File: src/rtl/afe_roic_pkg.sv
// Shared constants, state encoding and LFSR helper for the ROIC stream generator.
package afe_roic_pkg;

    localparam logic [4:0] PAT_NORMAL = 5'h00;
    localparam logic [4:0] PAT_FIXED  = 5'h11;
    localparam logic [4:0] PAT_RAMP   = 5'h13;
    localparam logic [4:0] PAT_ZEROS  = 5'h17;
    localparam logic [4:0] PAT_ONES   = 5'h19;
    localparam logic [4:0] PAT_DESKEW = 5'h1E;

    localparam logic [7:0] ADDR_RESET        = 8'h00;
    localparam logic [7:0] ADDR_TEST_PATTERN = 8'h10;
    localparam logic [7:0] ADDR_POWER_DOWN   = 8'h13;

    localparam logic [15:0] LFSR_SEED = 16'hACE1;
    localparam logic [15:0] LFSR_TAPS = 16'hB400;

    typedef enum logic [1:0] {IDLE, LOAD, SHIFT, DONE} state_t;

    // One step of the right-shifting Galois LFSR.
    function automatic logic [15:0] lfsr_next(input logic [15:0] v);
        return v[0] ? ((v >> 1) ^ LFSR_TAPS) : (v >> 1);
    endfunction

endpackage

File: src/rtl/afe_roic_stream_gen_if.sv
// Register-write bus from the SPI decoder into the stream generator.
interface afe_roic_stream_gen_if;

    logic        we;
    logic [7:0]  addr;
    logic [15:0] wdata;

    modport master (output we, addr, wdata);
    modport slave  (input  we, addr, wdata);

endinterface

File: src/rtl/afe_roic_word_gen.sv
// Combinational builder of one lane's {header, pixel} word.
module afe_roic_word_gen
    import afe_roic_pkg::*;
#(
    parameter int          PIXEL_WIDTH   = 16,
    parameter int          HEADER_WIDTH  = 8,
    parameter logic [15:0] FIXED_PATTERN = 16'hAAAA
) (
    input  logic [4:0]                          i_pattern,
    input  logic [15:0]                         i_ch,
    input  logic [15:0]                         i_pix_idx,
    input  logic [15:0]                         i_lfsr,
    output logic [HEADER_WIDTH+PIXEL_WIDTH-1:0] o_word
);

    localparam int HH = HEADER_WIDTH / 2;

    logic [31:0]            w_ramp;
    logic [PIXEL_WIDTH-1:0] w_pixel;

    // Ramp is computed wide and wrapped to the pixel width.
    assign w_ramp = 32'(i_pix_idx) + (32'(i_ch) << 8);

    // Pixel value selected by the pattern code; unknown codes send zeros.
    always_comb begin
        w_pixel = '0;
        case (i_pattern)
            PAT_NORMAL: w_pixel = PIXEL_WIDTH'(32'(i_lfsr ^ i_ch));
            PAT_FIXED:  w_pixel = PIXEL_WIDTH'(32'(FIXED_PATTERN));
            PAT_RAMP:   w_pixel = PIXEL_WIDTH'(w_ramp);
            PAT_ZEROS:  w_pixel = '0;
            PAT_ONES:   w_pixel = '1;
            PAT_DESKEW: w_pixel = {{(PIXEL_WIDTH-4){1'b1}}, 4'b0000};
            default:    w_pixel = '0;
        endcase
    end

    assign o_word = {i_ch[HH-1:0], i_pix_idx[HH-1:0], w_pixel};

endmodule

File: src/rtl/afe_roic_stream_gen.sv
// Frame-triggered serial pixel stream generator emulating a ROIC output port.
//
// state | meaning
// IDLE  | waiting for a sync rising edge (ignored while asleep)
// LOAD  | latch active pattern, build word 0 of every lane
// SHIFT | shift words MSB first, reload next word with no bubble
// DONE  | one-cycle frame_done pulse, then back to IDLE
module afe_roic_stream_gen
    import afe_roic_pkg::*;
#(
    parameter int          NUM_CHANNELS       = 14,
    parameter int          PIXEL_WIDTH        = 16,
    parameter int          HEADER_WIDTH       = 8,
    parameter int          PIXELS_PER_CHANNEL = 256,
    parameter logic [15:0] FIXED_PATTERN      = 16'hAAAA
) (
    input  logic                    clk,
    input  logic                    rst,
    input  logic                    sync_i,
    afe_roic_stream_gen_if.slave    cfg,
    output logic [NUM_CHANNELS-1:0] dout_o,
    output logic                    fclk_o,
    output logic                    busy_o,
    output logic                    frame_done_o,
    output logic                    sleep_o,
    output logic [7:0]              overrun_cnt_o
);

    localparam int WORD_W = HEADER_WIDTH + PIXEL_WIDTH;
    localparam int BIT_W  = $clog2(WORD_W);
    localparam int PIX_W  = $clog2(PIXELS_PER_CHANNEL);

    state_t              r_state;
    state_t              w_state_nxt;
    logic                r_sync_q;
    logic [4:0]          r_pat_shadow;
    logic [4:0]          r_pat_active;
    logic                r_sleep;
    logic [15:0]         r_lfsr;
    logic [PIX_W-1:0]    r_pix_idx;
    logic [BIT_W-1:0]    r_bit_idx;
    logic [7:0]          r_overrun;
    logic [WORD_W-1:0]   r_shift [NUM_CHANNELS];
    logic [WORD_W-1:0]   w_word  [NUM_CHANNELS];

    logic        w_edge;
    logic        w_wr_reset;
    logic        w_wr_pat;
    logic        w_wr_pd;
    logic        w_sleep_val;
    logic        w_abort;
    logic        w_last_bit;
    logic        w_last_pix;
    logic [4:0]  w_build_pat;
    logic [15:0] w_build_pix;
    logic        w_cfg_unused;

    assign w_edge       = sync_i & ~r_sync_q;
    assign w_wr_reset   = cfg.we && (cfg.addr == ADDR_RESET) && cfg.wdata[0];
    assign w_wr_pat     = cfg.we && (cfg.addr == ADDR_TEST_PATTERN);
    assign w_wr_pd      = cfg.we && (cfg.addr == ADDR_POWER_DOWN);
    assign w_sleep_val  = (cfg.wdata[15:5] == 11'h7FF);
    assign w_abort      = w_wr_reset || (w_wr_pd && w_sleep_val);
    assign w_last_bit   = (r_bit_idx == '0);
    assign w_last_pix   = (r_pix_idx == PIX_W'(PIXELS_PER_CHANNEL - 1));
    assign w_cfg_unused = ^cfg.wdata[4:1];

    // Word 0 is built from the shadow so a write landing on LOAD misses this frame.
    assign w_build_pat = (r_state == LOAD) ? r_pat_shadow : r_pat_active;
    assign w_build_pix = (r_state == LOAD) ? 16'd0 : 16'(r_pix_idx) + 16'd1;

    for (genvar g = 0; g < NUM_CHANNELS; g++) begin : g_lane
        afe_roic_word_gen #(
            .PIXEL_WIDTH   (PIXEL_WIDTH),
            .HEADER_WIDTH  (HEADER_WIDTH),
            .FIXED_PATTERN (FIXED_PATTERN)
        ) u_word_gen (
            .i_pattern (w_build_pat),
            .i_ch      (16'(g)),
            .i_pix_idx (w_build_pix),
            .i_lfsr    (r_lfsr),
            .o_word    (w_word[g])
        );
    end

    // State register.
    always_ff @(posedge clk) begin
        if (rst) r_state <= IDLE;
        else     r_state <= w_state_nxt;
    end

    // Next-state decode and frame outputs; soft reset or sleep aborts from any state.
    always_comb begin
        w_state_nxt  = r_state;
        busy_o       = 1'b0;
        frame_done_o = 1'b0;
        fclk_o       = 1'b0;
        dout_o       = '0;
        case (r_state)
            IDLE:  if (w_edge && !r_sleep) w_state_nxt = LOAD;
            LOAD: begin
                busy_o      = 1'b1;
                w_state_nxt = SHIFT;
            end
            SHIFT: begin
                busy_o = 1'b1;
                fclk_o = (r_bit_idx >= BIT_W'(WORD_W / 2));
                for (int c = 0; c < NUM_CHANNELS; c++) dout_o[c] = r_shift[c][WORD_W-1];
                if (w_last_bit && w_last_pix) w_state_nxt = DONE;
            end
            DONE: begin
                frame_done_o = 1'b1;
                w_state_nxt  = IDLE;
            end
            default: w_state_nxt = IDLE;
        endcase
        if (w_abort) w_state_nxt = IDLE;
    end

    // Config shadows, overrun counter, LFSR and per-lane shift registers.
    always_ff @(posedge clk) begin
        if (rst) begin
            r_sync_q     <= 1'b0;
            r_pat_shadow <= PAT_NORMAL;
            r_pat_active <= PAT_NORMAL;
            r_sleep      <= 1'b0;
            r_lfsr       <= LFSR_SEED;
            r_pix_idx    <= '0;
            r_bit_idx    <= '0;
            r_overrun    <= '0;
            for (int c = 0; c < NUM_CHANNELS; c++) r_shift[c] <= '0;
        end else begin
            r_sync_q <= sync_i;
            if (w_edge && (r_state != IDLE) && (r_overrun != 8'hFF))
                r_overrun <= r_overrun + 8'd1;
            if (w_wr_pat) r_pat_shadow <= cfg.wdata[9:5];
            if (w_wr_pd)  r_sleep      <= w_sleep_val;
            if (w_wr_reset) begin
                r_pat_shadow <= PAT_NORMAL;
                r_sleep      <= 1'b0;
            end
            case (r_state)
                LOAD: begin
                    r_pat_active <= r_pat_shadow;
                    r_pix_idx    <= '0;
                    r_bit_idx    <= BIT_W'(WORD_W - 1);
                    r_lfsr       <= lfsr_next(r_lfsr);
                    for (int c = 0; c < NUM_CHANNELS; c++) r_shift[c] <= w_word[c];
                end
                SHIFT: begin
                    if (!w_last_bit) begin
                        r_bit_idx <= r_bit_idx - BIT_W'(1);
                        for (int c = 0; c < NUM_CHANNELS; c++) r_shift[c] <= r_shift[c] << 1;
                    end else if (!w_last_pix) begin
                        r_pix_idx <= r_pix_idx + PIX_W'(1);
                        r_bit_idx <= BIT_W'(WORD_W - 1);
                        r_lfsr    <= lfsr_next(r_lfsr);
                        for (int c = 0; c < NUM_CHANNELS; c++) r_shift[c] <= w_word[c];
                    end
                end
                default: ;
            endcase
        end
    end

    assign sleep_o       = r_sleep;
    assign overrun_cnt_o = r_overrun;

endmodule

File: src/flat_wrapper.sv
// flat-port wrapper written by rule: the top's interface ports become plain ports
module afe_roic_stream_gen_flat import afe_roic_pkg::*;
#(
    parameter int          NUM_CHANNELS       = 14,
    parameter int          PIXEL_WIDTH        = 16,
    parameter int          HEADER_WIDTH       = 8,
    parameter int          PIXELS_PER_CHANNEL = 256,
    parameter logic [15:0] FIXED_PATTERN      = 16'hAAAA
)
  (clk, rst, sync_i, dout_o, fclk_o, busy_o, frame_done_o, sleep_o, overrun_cnt_o, cfg_we, cfg_addr, cfg_wdata);
  afe_roic_stream_gen_if cfg_i ();
  input  logic clk;
  input  logic rst;
  input  logic sync_i;
  output logic [NUM_CHANNELS-1:0] dout_o;
  output logic fclk_o;
  output logic busy_o;
  output logic frame_done_o;
  output logic sleep_o;
  output logic [7:0] overrun_cnt_o;
  input wire logic [$bits(cfg_i.we)-1:0] cfg_we;
  input wire logic [$bits(cfg_i.addr)-1:0] cfg_addr;
  input wire logic [$bits(cfg_i.wdata)-1:0] cfg_wdata;
  assign cfg_i.we = cfg_we;
  assign cfg_i.addr = cfg_addr;
  assign cfg_i.wdata = cfg_wdata;
  afe_roic_stream_gen #(.NUM_CHANNELS(NUM_CHANNELS), .PIXEL_WIDTH(PIXEL_WIDTH), .HEADER_WIDTH(HEADER_WIDTH), .PIXELS_PER_CHANNEL(PIXELS_PER_CHANNEL), .FIXED_PATTERN(FIXED_PATTERN)) u_core (.clk(clk), .rst(rst), .sync_i(sync_i), .cfg(cfg_i), .dout_o(dout_o), .fclk_o(fclk_o), .busy_o(busy_o), .frame_done_o(frame_done_o), .sleep_o(sleep_o), .overrun_cnt_o(overrun_cnt_o));
endmodule
File: config.mk
export PLATFORM = sky130hd
export DESIGN_NAME = afe_roic_stream_gen_flat
export DESIGN_NICKNAME = d
export VERILOG_FILES = /design/src/rtl/afe_roic_pkg.sv /design/src/rtl/afe_roic_stream_gen_if.sv /design/src/rtl/afe_roic_word_gen.sv /design/src/rtl/afe_roic_stream_gen.sv /design/src/flat_wrapper.sv
export SDC_FILE = /design/constraint.sdc
export NUM_CORES = 1
export LEC_CHECK = 0
export ABC_AREA = 1
export CAP_MARGIN = 20
export CORE_MARGIN = 1
export CORE_UTILIZATION = 45
export DETAILED_ROUTE_END_ITERATION = 6
export PLACE_DENSITY_LB_ADDON = 0.25
export SLEW_MARGIN = 40
export SYNTH_ARGS = -nofsm -noshare
export SYNTH_HDL_FRONTEND = slang
export SYNTH_SLANG_ARGS = --single-unit
export TNS_END_PERCENT = 100
File: constraint.sdc
create_clock -name clk -period 13.5 [get_ports clk]
set_input_delay 1.35 -clock clk [delete_from_list [all_inputs] [get_ports clk]]
set_output_delay 1.35 -clock clk [all_outputs]
set_load 0.05 [all_outputs]
# ---- Word-level counts from Yosys, hierarchy flattened
# Memories as Yosys holds them, arrays and structs flattened.
# Index checks and enable logic that the tools add are counted.
dict set report word_totals {
  register_bits 51
  ramBits 336
  input_bits 28
  output_inout_bits 26
  wordCells 215
  memories 1
}
dict set report classes {
  add_sub_neg 17
  magnitude_cmp 1
  n_eq_ne 17
  muxes 89
  n_bitwise 58
  n_reduce_logical 23
}
# memory depth word_bits read_ports rd_ports_with_merged_regs write_ports line_no
set memory_table {}
lappend memory_table {u_core.r_shift 14 24 14 0 14 afe_roic_stream_gen.sv:43} ;# logic [WORD_W-1:0] r_shift [NUM_CHANNELS];
# cell n
set op_table {}
lappend op_table {{$pmux W16 S5} 14}
lappend op_table {{$mux W24} 42}
lappend op_table {{$add A16 B12 Y16 const B} 6}
lappend op_table {{$add A16 B11 Y16 const B} 4}
lappend op_table {{$mux W16} 4}
lappend op_table {{$or A1 B1 Y1} 42}
lappend op_table {{$add A16 B10 Y16 const B} 2}
lappend op_table {{$pmux W16 S2} 1}
lappend op_table {{$eq A5 B5 Y1 const B} 4}
lappend op_table {{$mux W1} 17}
lappend op_table {{$add A16 B9 Y16 const B} 1}
lappend op_table {{$add A8 B1 Y8 const B} 2}
lappend op_table {{$eq A8 B5 Y1 const B} 2}
lappend op_table {{$mux W8} 2}
lappend op_table {{$pmux W8 S2} 1}
lappend op_table {{$mux W5} 3}
lappend op_table {{$mux W14} 1}
lappend op_table {{$not A2 Y2} 6}
lappend op_table {{$eq A11 B11 Y1 const B} 1}
lappend op_table {{$logic_not A5 Y1} 2}
lappend op_table {{$pmux W5 S2} 1}
lappend op_table {{$add A8 B1 Y9 const B} 1}
lappend op_table {{$logic_and A1 B1 Y1} 9}
lappend op_table {{$not A3 Y3} 3}
lappend op_table {{other kinds (22)} 34}

# ---- Longest topological paths before layout
# Gate-level depths: netlist of the first run.
dict set report logic_depth {
  word_depth 7
  ltp_mapped 15
}

# ---- Modules after synthesis
# A second synthesis of the first run with hierarchy kept.
dict set report unflattened {
  hier_cells 3985
  hier_area_um2 29597.1
}
# mod instances cells_each area_each_um2 seq_area_each_um2
set by_module_without_submodules {}
lappend by_module_without_submodules {afe_roic_stream_gen 1 1935 17919.7 11100.6}
lappend by_module_without_submodules {{afe_roic_word_gen at u_core.g_lane[10].u_word_gen ...} 12 147 835.8 0.0}
lappend by_module_without_submodules {{afe_roic_word_gen at u_core.g_lane[0].u_word_gen} 1 147 838.3 0.0}
lappend by_module_without_submodules {{afe_roic_word_gen at u_core.g_lane[9].u_word_gen} 1 139 809.5 0.0}

# ---- Least setup slack after synthesis of the first run
# Ideal clock, no wire load.
dict set report synth_path {
  path_type {input -> register}
  start {input port rst}
  end {memory u_core.r_shift[1][0] (netlist name), enable pin}
  t_arrival_ns 4.740
  t_required_ns 12.173
  setup_slack_ns 7.433
  path_stages 6
  path_buffers 2
  path_cell_list {buf_2 inv_1 nand2_2 nor2_2 buf_2 nand2_1}
}
# element line_no
set synth_lines {}
lappend synth_lines {{from (decl)} flat_wrapper.sv:13} ;# input logic rst;
lappend synth_lines {{to (decl)} afe_roic_stream_gen.sv:43}

==> results of run 1 <==
[routing by layer]
layer / wire [um] / vias to the layer above / global-route usage, %
met3: 1395 / 49 / 2.558
met1: 13920 / 5194 / 22.40
met2: 15130 / 202 / 29.64
met4: 703 / 0 / 5.556
li1: - / 5534 / -
met5: 0 / - / 0
[through the flow]
stage          setup WS (ns)  util [%]  hold slack [ns]  instance area, um^2  std cells
2_1_floorplan          7.433         -           0.4324                16230       1666
3_3_place_gp           8.265     47.91           0.4376                17040       2110
3_5_place_dp           8.535     48.12           0.4520                17120       2112
4_1_cts                9.078     51.95           0.4611                18480       2190
5_1_grt                8.788     51.99           0.4871                18490       2191
6_report               9.035     51.99           0.4611                18490       2191
[flip-flops by register name, indices dropped and copies added (netlist names)]
| name | flops |
|---|---|
| u_core.r_pat_active | 5 |
| u_core.r_pat_shadow | 5 |
| u_core.overrun_cnt_o | 8 |
| u_core.r_sync_q | 1 |
| u_core.r_shift | 328 |
| u_core.r_pix_idx | 8 |
| u_core.r_state | 2 |
| u_core.sleep_o | 1 |
| u_core.r_bit_idx | 5 |
| u_core.r_lfsr | 16 |
[cells by family after synthesis]
kind of cell	synth area share [%]
AO/OA/AOI/OAI	5.320
adder cells (fa/ha/maj)	0.6168
buffers and inverters	4.572
XOR/XNOR	0.3239
flip-flops	65.75
AND/OR/NAND/NOR	23.42
[power by group through the flow]
stage	logic [mW]	registers, mW	clock network, mW
final	0.968	2.02	1.11
after global routing	1.09	2.07	1.19
after CTS	0.978	2.03	1.14
after detailed placement	0.973	2.05	0
after global placement	0.928	2.03	0
after floorplan	0.704	2.04	0
[tightest hold or removal path, stage by stage (launching register included)]
cell and delay [ns]:
dfxtp_1 0.31, nand2_1 0.06, a21oi_1 0.05
[placed cells by master (no fill, tap or decap), types with 3 or more instances in the layout]
cell             synthesis  final
edfxtp_1               308    308
o211ai_2                 3      3
buf_4                    4      5
o211ai_1                 7      7
a211oi_1                 3      3
clkbuf_16                0     42
clkbuf_8                 0      6
clkdlybuf4s50_1          0     49
clkinv_1                 1      5
o21ai_0                 64     64
xor2_1                   3      3
nor2_1                 121    121
nand2_1                705    699
a21oi_1                 39     39
nor3_1                   6      6
nand3_2                  3      4
nor2_2                   5      4
nand3_1                 73     72
buf_6                    1      3
nor2_4                   4      5
bufinv_16                0      3
clkbuf_1                41     13
xnor2_1                  3      3
nand2_2                 14     18
o21ai_2                  3      3
a32o_1                   8      8
nand4_1                  6      6
o21ai_1                  4      4
inv_1                  106    103
ha_1                     8      8
dfxtp_1                 71     71
or2_2                    5      5
clkinv_2                 0      6
inv_2                    3      5
a22o_1                   4      4
[layout make-up]
class | instances | area share, %
clock buffer | 63 | 6.475
clock inverter | 15 | 0.8864
inverter | 110 | 2.240
multi-input combinational | 1104 | 26.28
sequential | 379 | 57.70
tap | 461 | 3.119
timing repair buffer | 59 | 3.295
[worst paths after layout]
check / start / end / slack [ns]
max reg2reg: u_core.r_pix_idx[0] / u_core.r_shift[13][19] / 9.74
max: rst / u_core.r_shift[13][19] / 9.04
min reg2reg: u_core.r_shift[12][20] / u_core.r_shift[12][20] / 0.46
min: u_core.r_shift[12][20] / u_core.r_shift[12][20] / 0.46
==> flow_summary.json, run 1 <==
{
  "comb_power_share_pct": 23.6,
  "yosysTopAreaCell": "edfxtp_1",
  "internal_power_mw": 2.800,
  "antenna_found_initial": 0,
  "cts.reportedPaths.clkPinSlew_ns": 0.06,
  "slowest_delay_ns": 0.71,
  "gp_congestion": 0.8212,
  "grt.total_usage_pct": 17.28,
  "drt_iter0_markers": 779,
  "async_flop_share_pct": 0,
  "max-vdd-ir-drop_v": 0.0001169,
  "cts_sinks": 379,
  "fill_cells": 3154,
  "setup_tns_ns": 0,
  "yosysSeqAreaShare_pct": 65.75,
  "status": "complete, no violations",
  "path_depth": 9,
  "cts_setup_buffers": 0,
  "p_leak_nw": 8.388,
  "postRouteAntennaNets": 0,
  "cts_made_buffers": 42,
  "seqPwrFrac_pct": 49.3,
  "synth-seq-cells": 379,
  "initial_utilization_pct": 45.62,
  "cts_max_level": 2,
  "cts_resized": 0,
  "synth_edf_count": 308,
  "arrival_ns": 4.70,
  "hold_path.class": "flop to flop",
  "skew_ns": 0.01908,
  "worstPathCellList": "clkdlybuf4s50_1 -> buf_4 -> inv_1 -> buf_4 -> nand4_1 -> buf_6 -> clkinv_1 -> nand2_1 -> o21ai_0",
  "num-nets-final": 1732,
  "cts_tree": "done",
  "via_per_inst": 5.011,
  "drt_drc_violations_left": 0,
  "seq_area_um2": 10670,
  "syn_area_per_cell_um2": 9.741,
  "clk_latency_ns": 0.53,
  "grt_start_max_net_pins": 134,
  "report.power.total_mw": 4.107,
  "crit_type": "input port to flop",
  "p_switching_mw": 1.307,
  "path_delay_family": "buffers and inverters",
  "vias": 10980,
  "cp_slowest_cell": "nand2_1",
  "critPathCaptureType": "flop",
  "hold_depth": 2,
  "core_region_area_um2": 35570,
  "max-cap-violations": 0,
  "syn-num-nets": 1702,
  "drtPass1Iterations": 5,
  "pin_count": 54,
  "hold_buffers": 0,
  "antennaDiodeCount": 0,
  "grt_pass1_vias": 10420,
  "overflow": 0,
  "portBuffers": 49,
  "die-area_um2": 36830,
  "fp-row-count": 69,
  "yosysMostFrequentCell": "nand2_1",
  "multiInputGateArea_um2": 4860,
  "wl_per_cell_um": 14.22,
  "die_x_um": 191.9,
  "rsz0062_at_grt": "no",
  "power.share.switching_pct": 31.83,
  "cp.required_ns": 13.74,
  "hpwl_mm": 19.51,
  "setup_viol": 0,
  "period_share_pct": 33.07,
  "ys_top_cells_by_area": "edfxtp_1 (57%), nand2_1 (16%), dfxtp_1 (8.8%)",
  "synth-main-ff-cell": "edfxtp_1",
  "slew_violations": 0,
  "synth_cells": 1666,
  "grt_pass1_wl_mm": 51.25,
  "crit_fanout": 28,
  "reg2reg_depth": 9,
  "netlist_top_cells_count": "nand2_1 (705), edfxtp_1 (308), nor2_1 (121)",
  "yosys_warnings": 0,
  "cpMostUsedCell": "buf_4",
  "hold_viol": 0,
  "fmax_mhz": 224.0,
  "clkPwrFrac_pct": 27.1,
  "cts_max_path_buffers": 3,
  "drive_above_1_share_pct": 7.168,
  "synth_cell_type_count": 41,
  "syn2layout_area_growth_pct": 13.95,
  "routed_wl_mm": 31.16,
  "powerDensity_nw_per_um2": 222.1,
  "netlist_area_um2": 16230,
  "fp.dieH_um": 191.9,
  "critPathLaunchType": "input port",
  "yosysTopAreaCellShare_pct": 56.99,
  "path_buf_inv": 6,
  "root_buffer": "clkbuf_16",
  "min_period_ns": 4.465,
  "max_slew_margin_pct": 46.91,
  "tightestPinTransition_ns": 0.7915
}
Power figures use the tool's default switching activity.
==> run 2, diff against run 1 <==
Clock period 13.5 ns to 4.6 ns, I/O delays scaled along.
==> flow_summary.json, run 2 (same netlist as run 1, synthesis figures left out) <==
{
  "cts_resized": 0,
  "largest_reg_flops": 328,
  "critPathCaptureType": "flop",
  "cts_sinks": 379,
  "die-area_um2": 36830,
  "hold_depth": 2,
  "cp.required_ns": 4.86,
  "hold_viol": 0,
  "cts.reportedPaths.clkPinSlew_ns": 0.06,
  "drt_iter0_markers": 725,
  "root_buffer": "clkbuf_16",
  "regMostFlops": "u_core.r_shift",
  "comb_power_share_pct": 24.0,
  "multiInputGateArea_um2": 4837,
  "cts_setup_buffers": 0,
  "initial_utilization_pct": 45.62,
  "drive_above_1_share_pct": 6.916,
  "clk_latency_ns": 0.53,
  "rsz0062_at_grt": "no",
  "status": "complete, no violations",
  "final_cell_mix": "nand2_1 (702), edfxtp_1 (308), nor2_1 (121), inv_1 (103), nand3_1 (73)",
  "fill_cells": 3200,
  "critPathLaunchType": "flop",
  "internal_power_mw": 8.187,
  "max-vdd-ir-drop_v": 0.0004451,
  "arrival_ns": 3.73,
  "min_period_ns": 3.471,
  "cts_made_buffers": 41,
  "worstPathCellList": "ha_1 -> nand2_1 -> nor2_1 -> nand3b_1 -> nand4_1 -> buf_4 -> clkinv_1 -> nand2_1 -> o21ai_0",
  "powerDensity_nw_per_um2": 651.6,
  "pin_count": 54,
  "reg2reg_slack_ns": 1.13,
  "seq_area_um2": 10670,
  "hold_path.class": "flop to flop",
  "slowest_delay_ns": 0.68,
  "cpMostUsedCell": "nand2_1",
  "cp_slowest_cell": "clkinv_1",
  "p_leak_nw": 8.391,
  "drtPass1Iterations": 5,
  "drt_drc_violations_left": 0,
  "antennaDiodeCount": 0,
  "reg2reg_depth": 9,
  "setup_viol": 0,
  "placed_cells": 2121,
  "portBuffers": 49,
  "gp_congestion": 0.8066,
  "die_x_um": 191.9,
  "setup_tns_ns": 0,
  "max_slew_margin_pct": 46.76,
  "syn2layout_area_growth_pct": 13.89,
  "seqPwrFrac_pct": 49.2,
  "final_core_util_pct": 51.96,
  "slew_violations": 0,
  "fmax_mhz": 288.1,
  "cts_max_path_buffers": 3,
  "fp.dieH_um": 191.9,
  "cts_tree": "done",
  "grt_start_max_net_pins": 129,
  "crit_fanout": 22,
  "routed_wl_mm": 31.41,
  "path_buf_inv": 2,
  "fp-row-count": 69,
  "path_delay_family": "simple AND/OR/NAND/NOR gates",
  "vias": 11190,
  "stdcell_count": 2196,
  "antenna_found_initial": 0,
  "postRouteAntennaNets": 0,
  "p_switching_mw": 3.856,
  "hold_buffers": 0,
  "grt.total_usage_pct": 17.61,
  "tightestPinTransition_ns": 0.7936,
  "wl_per_cell_um": 14.30,
  "path_depth": 9,
  "cts_max_level": 2,
  "power.share.switching_pct": 32.02,
  "num-nets-final": 1739,
  "core_region_area_um2": 35570,
  "period_share_pct": 75.47,
  "clkPwrFrac_pct": 26.8,
  "final_common_cell": "nand2_1",
  "top_regs": "u_core.r_shift: 328 flops, u_core.r_lfsr: 16 flops",
  "via_per_inst": 5.094,
  "overflow": 0,
  "hpwl_mm": 19.78,
  "skew_ns": 0.01892,
  "grt_pass1_vias": 10500,
  "grt_pass1_wl_mm": 52.07,
  "crit_type": "flop to flop",
  "max-cap-violations": 0
}
## run 2: cell types whose count changed in the layout (fill, tap and decap cells not counted), moves of 3 or more
| cell | delta |
|---|---|
| buf_4 | +9 |
| clkinv_1 | +8 |
| clkbuf_8 | -5 |
| buf_12 | +3 |
| buf_6 | -3 |
| clkbuf_1 | -3 |
| nand2_1 | +3 |
## run 2: layout make-up
type                       instances  area share, %
clock buffer                      53          5.964
clock inverter                    22          1.124
inverter                         110          2.234
multi-input combinational       1104          26.17
sequential                       379          57.73
tap                              461          3.121
timing repair buffer              67          3.656
## run 2: power by group through the flow
stage	logic, mW	registers, mW	clock network [mW]
6_report	2.89	5.93	3.23
3_5_place_dp	2.91	6.00	0
5_1_grt	3.26	6.06	3.42
3_3_place_gp	2.80	5.94	0
2_1_floorplan	2.07	5.95	0
4_1_cts	2.92	5.93	3.29
## run 2: worst paths after layout
| check | start | to |
|---|---|---|
| max | u_core.r_pix_idx[0] | u_core.r_shift[13][19] |
| min | u_core.r_shift[11][19] | u_core.r_shift[11][20] |
| max reg2reg | u_core.r_pix_idx[0] | u_core.r_shift[13][19] |
| min reg2reg | u_core.r_shift[11][19] | u_core.r_shift[11][20] |
## run 2: worst reg2reg max path, cell delays in order, from the launching register on
cell and delay, ns:
dfxtp_1 0.44, ha_1 0.23, nand2_1 0.10, nor2_1 0.20, nand3b_1 0.29, nand4_1 0.16
buf_4 0.25, clkinv_1 0.68, nand2_1 0.66, o21ai_0 0.18
## run 2: routing by layer
metal | vias to the layer above | GRT usage [%] | routed length, um
li1 | 5556 | - | -
met1 | 5341 | 23.35 | 14080
met2 | 243 | 29.66 | 15110
met3 | 47 | 2.704 | 1557
met4 | 0 | 5.433 | 660
met5 | - | 0 | 0
## run 2: per-stage QoR
step / instance area, um^2 / power [mW] / hold slack (ns) / setup WS [ns]
4_1_cts: 18480 / 12.15 / 0.4533 / 1.218
5_1_grt: 18480 / 12.74 / 0.4761 / 0.8284
3_5_place_dp: 17170 / 8.902 / 0.4482 / 1.167
2_1_floorplan: 16230 / 8.022 / 0.4324 / 0.8068
6_report: 18480 / 12.04 / 0.4570 / 1.129
3_3_place_gp: 17170 / 8.746 / 0.4365 / 1.257
==> run 3, diff against run 2 <==
Clock period 4.6 ns to 2.85 ns, I/O delays scaled along.
==> flow_summary.json, run 3 (same netlist as run 1, synthesis figures left out) <==
{
  "gp_congestion": 0.8361,
  "max_slew_margin_pct": 54.60,
  "grt.total_usage_pct": 17.95,
  "cp.required_ns": 2.57,
  "hold_viol": 0,
  "slew_violations": 0,
  "grt_start_max_net_pins": 128,
  "place_ws_ns": -0.03877,
  "hpwl_mm": 20.44,
  "skew_ns": 0.01553,
  "critPathLaunchType": "flop",
  "fp-row-count": 69,
  "path_buf_inv": 4,
  "crit_type": "flop to output pin",
  "status": "complete, no violations",
  "cts_sinks": 379,
  "stdcell_count": 2214,
  "fill_cells": 3158,
  "final_core_util_pct": 52.47,
  "antennaDiodeCount": 0,
  "report.power.total_mw": 19.41,
  "period_share_pct": 93.56,
  "reg2reg_slack_ns": 0.26,
  "grt_pass1_vias": 10770,
  "seqPwrFrac_pct": 49.2,
  "crit_fanout": 20,
  "top_regs": "u_core.r_shift: 328 flops, u_core.r_lfsr: 16 flops",
  "timing.rr.end": "u_core.r_shift[4][6]",
  "pin_count": 54,
  "reg2reg_from": "u_core.r_state[1]",
  "reg2reg_depth": 11,
  "via_per_inst": 5.037,
  "power.share.switching_pct": 32.19,
  "syn2layout_area_growth_pct": 15.00,
  "portBuffers": 49,
  "regMostFlops": "u_core.r_shift",
  "finalWorstSetupSlack_ns": 0.1834,
  "hold_path.class": "input port to flop",
  "drive_above_1_share_pct": 8.329,
  "setup_viol": 0,
  "antenna_found_initial": 0,
  "comb_power_share_pct": 24.8,
  "die_x_um": 191.9,
  "root_buffer": "clkbuf_16",
  "routed_wl_mm": 31.64,
  "num-nets-final": 1757,
  "max-vdd-ir-drop_v": 0.0005484,
  "cpMostUsedCell": "inv_1",
  "postRouteAntennaNets": 0,
  "p_leak_nw": 8.510,
  "p_switching_mw": 6.249,
  "wl_per_cell_um": 14.29,
  "core_region_area_um2": 35570,
  "grt_pass1_wl_mm": 53.02,
  "cp_slowest_cell": "clkdlybuf4s50_1",
  "initial_utilization_pct": 45.62,
  "final_cell_mix": "nand2_1 (703), edfxtp_1 (308), nor2_1 (120), inv_1 (105), nand3_1 (73)",
  "overflow": 0,
  "fp.dieH_um": 191.9,
  "cts.reportedPaths.clkPinSlew_ns": 0.06,
  "worstPathCellList": "inv_1 -> ha_1 -> buf_4 -> nand2_1 -> inv_1 -> clkdlybuf4s50_1",
  "placed_cells": 2138,
  "cts_max_path_buffers": 3,
  "tightestPinTransition_ns": 0.6810,
  "rsz0062_at_grt": "no",
  "min_period_ns": 2.667,
  "fmax_mhz": 375.0,
  "clk_latency_ns": 0.55,
  "max-cap-violations": 0,
  "final_common_cell": "nand2_1",
  "cts_tree": "done",
  "final_cell_area_um2": 18660,
  "slowest_delay_ns": 0.79,
  "path_delay_family": "buffers and inverters",
  "clkPwrFrac_pct": 26.0,
  "internal_power_mw": 13.16,
  "cts_made_buffers": 40,
  "critPathCaptureType": "output pin",
  "drt_drc_violations_left": 0,
  "largest_reg_flops": 328,
  "min_from": "sync_i",
  "hold_buffers": 0,
  "arrival_ns": 2.38,
  "vias": 11150,
  "hold_depth": 3,
  "die-area_um2": 36830,
  "powerDensity_nw_per_um2": 1040,
  "place_area_um2": 17350,
  "cts_max_level": 2,
  "drtPass1Iterations": 5,
  "drt_iter0_markers": 860,
  "min_to": "u_core.r_sync_q"
}
==> run 3: per-stage QoR <==
step / hold slack (ns) / TNS [ns]
2_1_floorplan: 0.4055 / -1.545
3_3_place_gp: 0.4394 / 0
3_5_place_dp: 0.4496 / -0.1211
4_1_cts: 0.2345 / 0
5_1_grt: 0.2667 / 0
6_report: 0.2603 / 0
==> run 3: final cells by class <==
cell class	count	area (um^2)	share of cell area [%]
multi-input combinational	1104	4850	25.99
tap	461	576.8	3.091
sequential	379	10670	57.18
timing repair buffer	86	869.6	4.660
clock buffer	61	1191	6.383
clock inverter	13	91.34	0.4894
inverter	110	412.9	2.213
==> run 3: layer usage <==
metal / vias to the layer above / track usage, % / share of wire (%)
met5: - / 0 / 0
met4: 0 / 5.800 / 2.1
met3: 51 / 3.015 / 4.3
met2: 200 / 30.51 / 49
met1: 5317 / 23.28 / 45
li1: 5584 / - / -
==> run 3: how the worst max path moves through the flow <==
stage	startpoint	end	cells past startpoint
finish	u_core.r_state[0]	dout_o[6]	6
global route	u_core.r_state[1]	u_core.r_shift[12][6]	14
CTS	u_core.r_state[1]	u_core.r_shift[4][6]	12
detailed placement	u_core.r_state[1]	u_core.r_shift[1][8]	12
global placement	u_core.r_state[1]	u_core.r_shift[1][8]	12
floorplan	u_core.r_state[1]	u_core.r_shift[12][0]	7
==> run 3: power groups by stage <==
stage,clock network [mW],registers (mW),logic (mW)
2_1_floorplan,0,9.55,3.36
6_report,5.04,9.56,4.81
4_1_cts,5.16,9.57,4.89
5_1_grt,5.38,9.78,5.46
3_3_place_gp,0,9.59,4.70
3_5_place_dp,0,9.67,4.86
==> run 3: what timing repair did <==
item / CTS / global route
gates cloned: 0 / 0
setup buffers: 0 / 2
setup endpoints to repair: 7 / 174
pin swaps: 0 / 1
gates resized for setup: 1 / 2
==> run 3: worst reg2reg max path: stages (launching register included) <==
cell and delay (ns):
dfxtp_1 0.33, inv_1 0.10, ha_2 0.36, inv_2 0.13
nand2_1 0.08, nand2_1 0.16, nand3_1 0.15, nor2_2 0.07
nor2_4 0.29, nand3_1 0.33, nand2_2 0.26, nand2_1 0.08
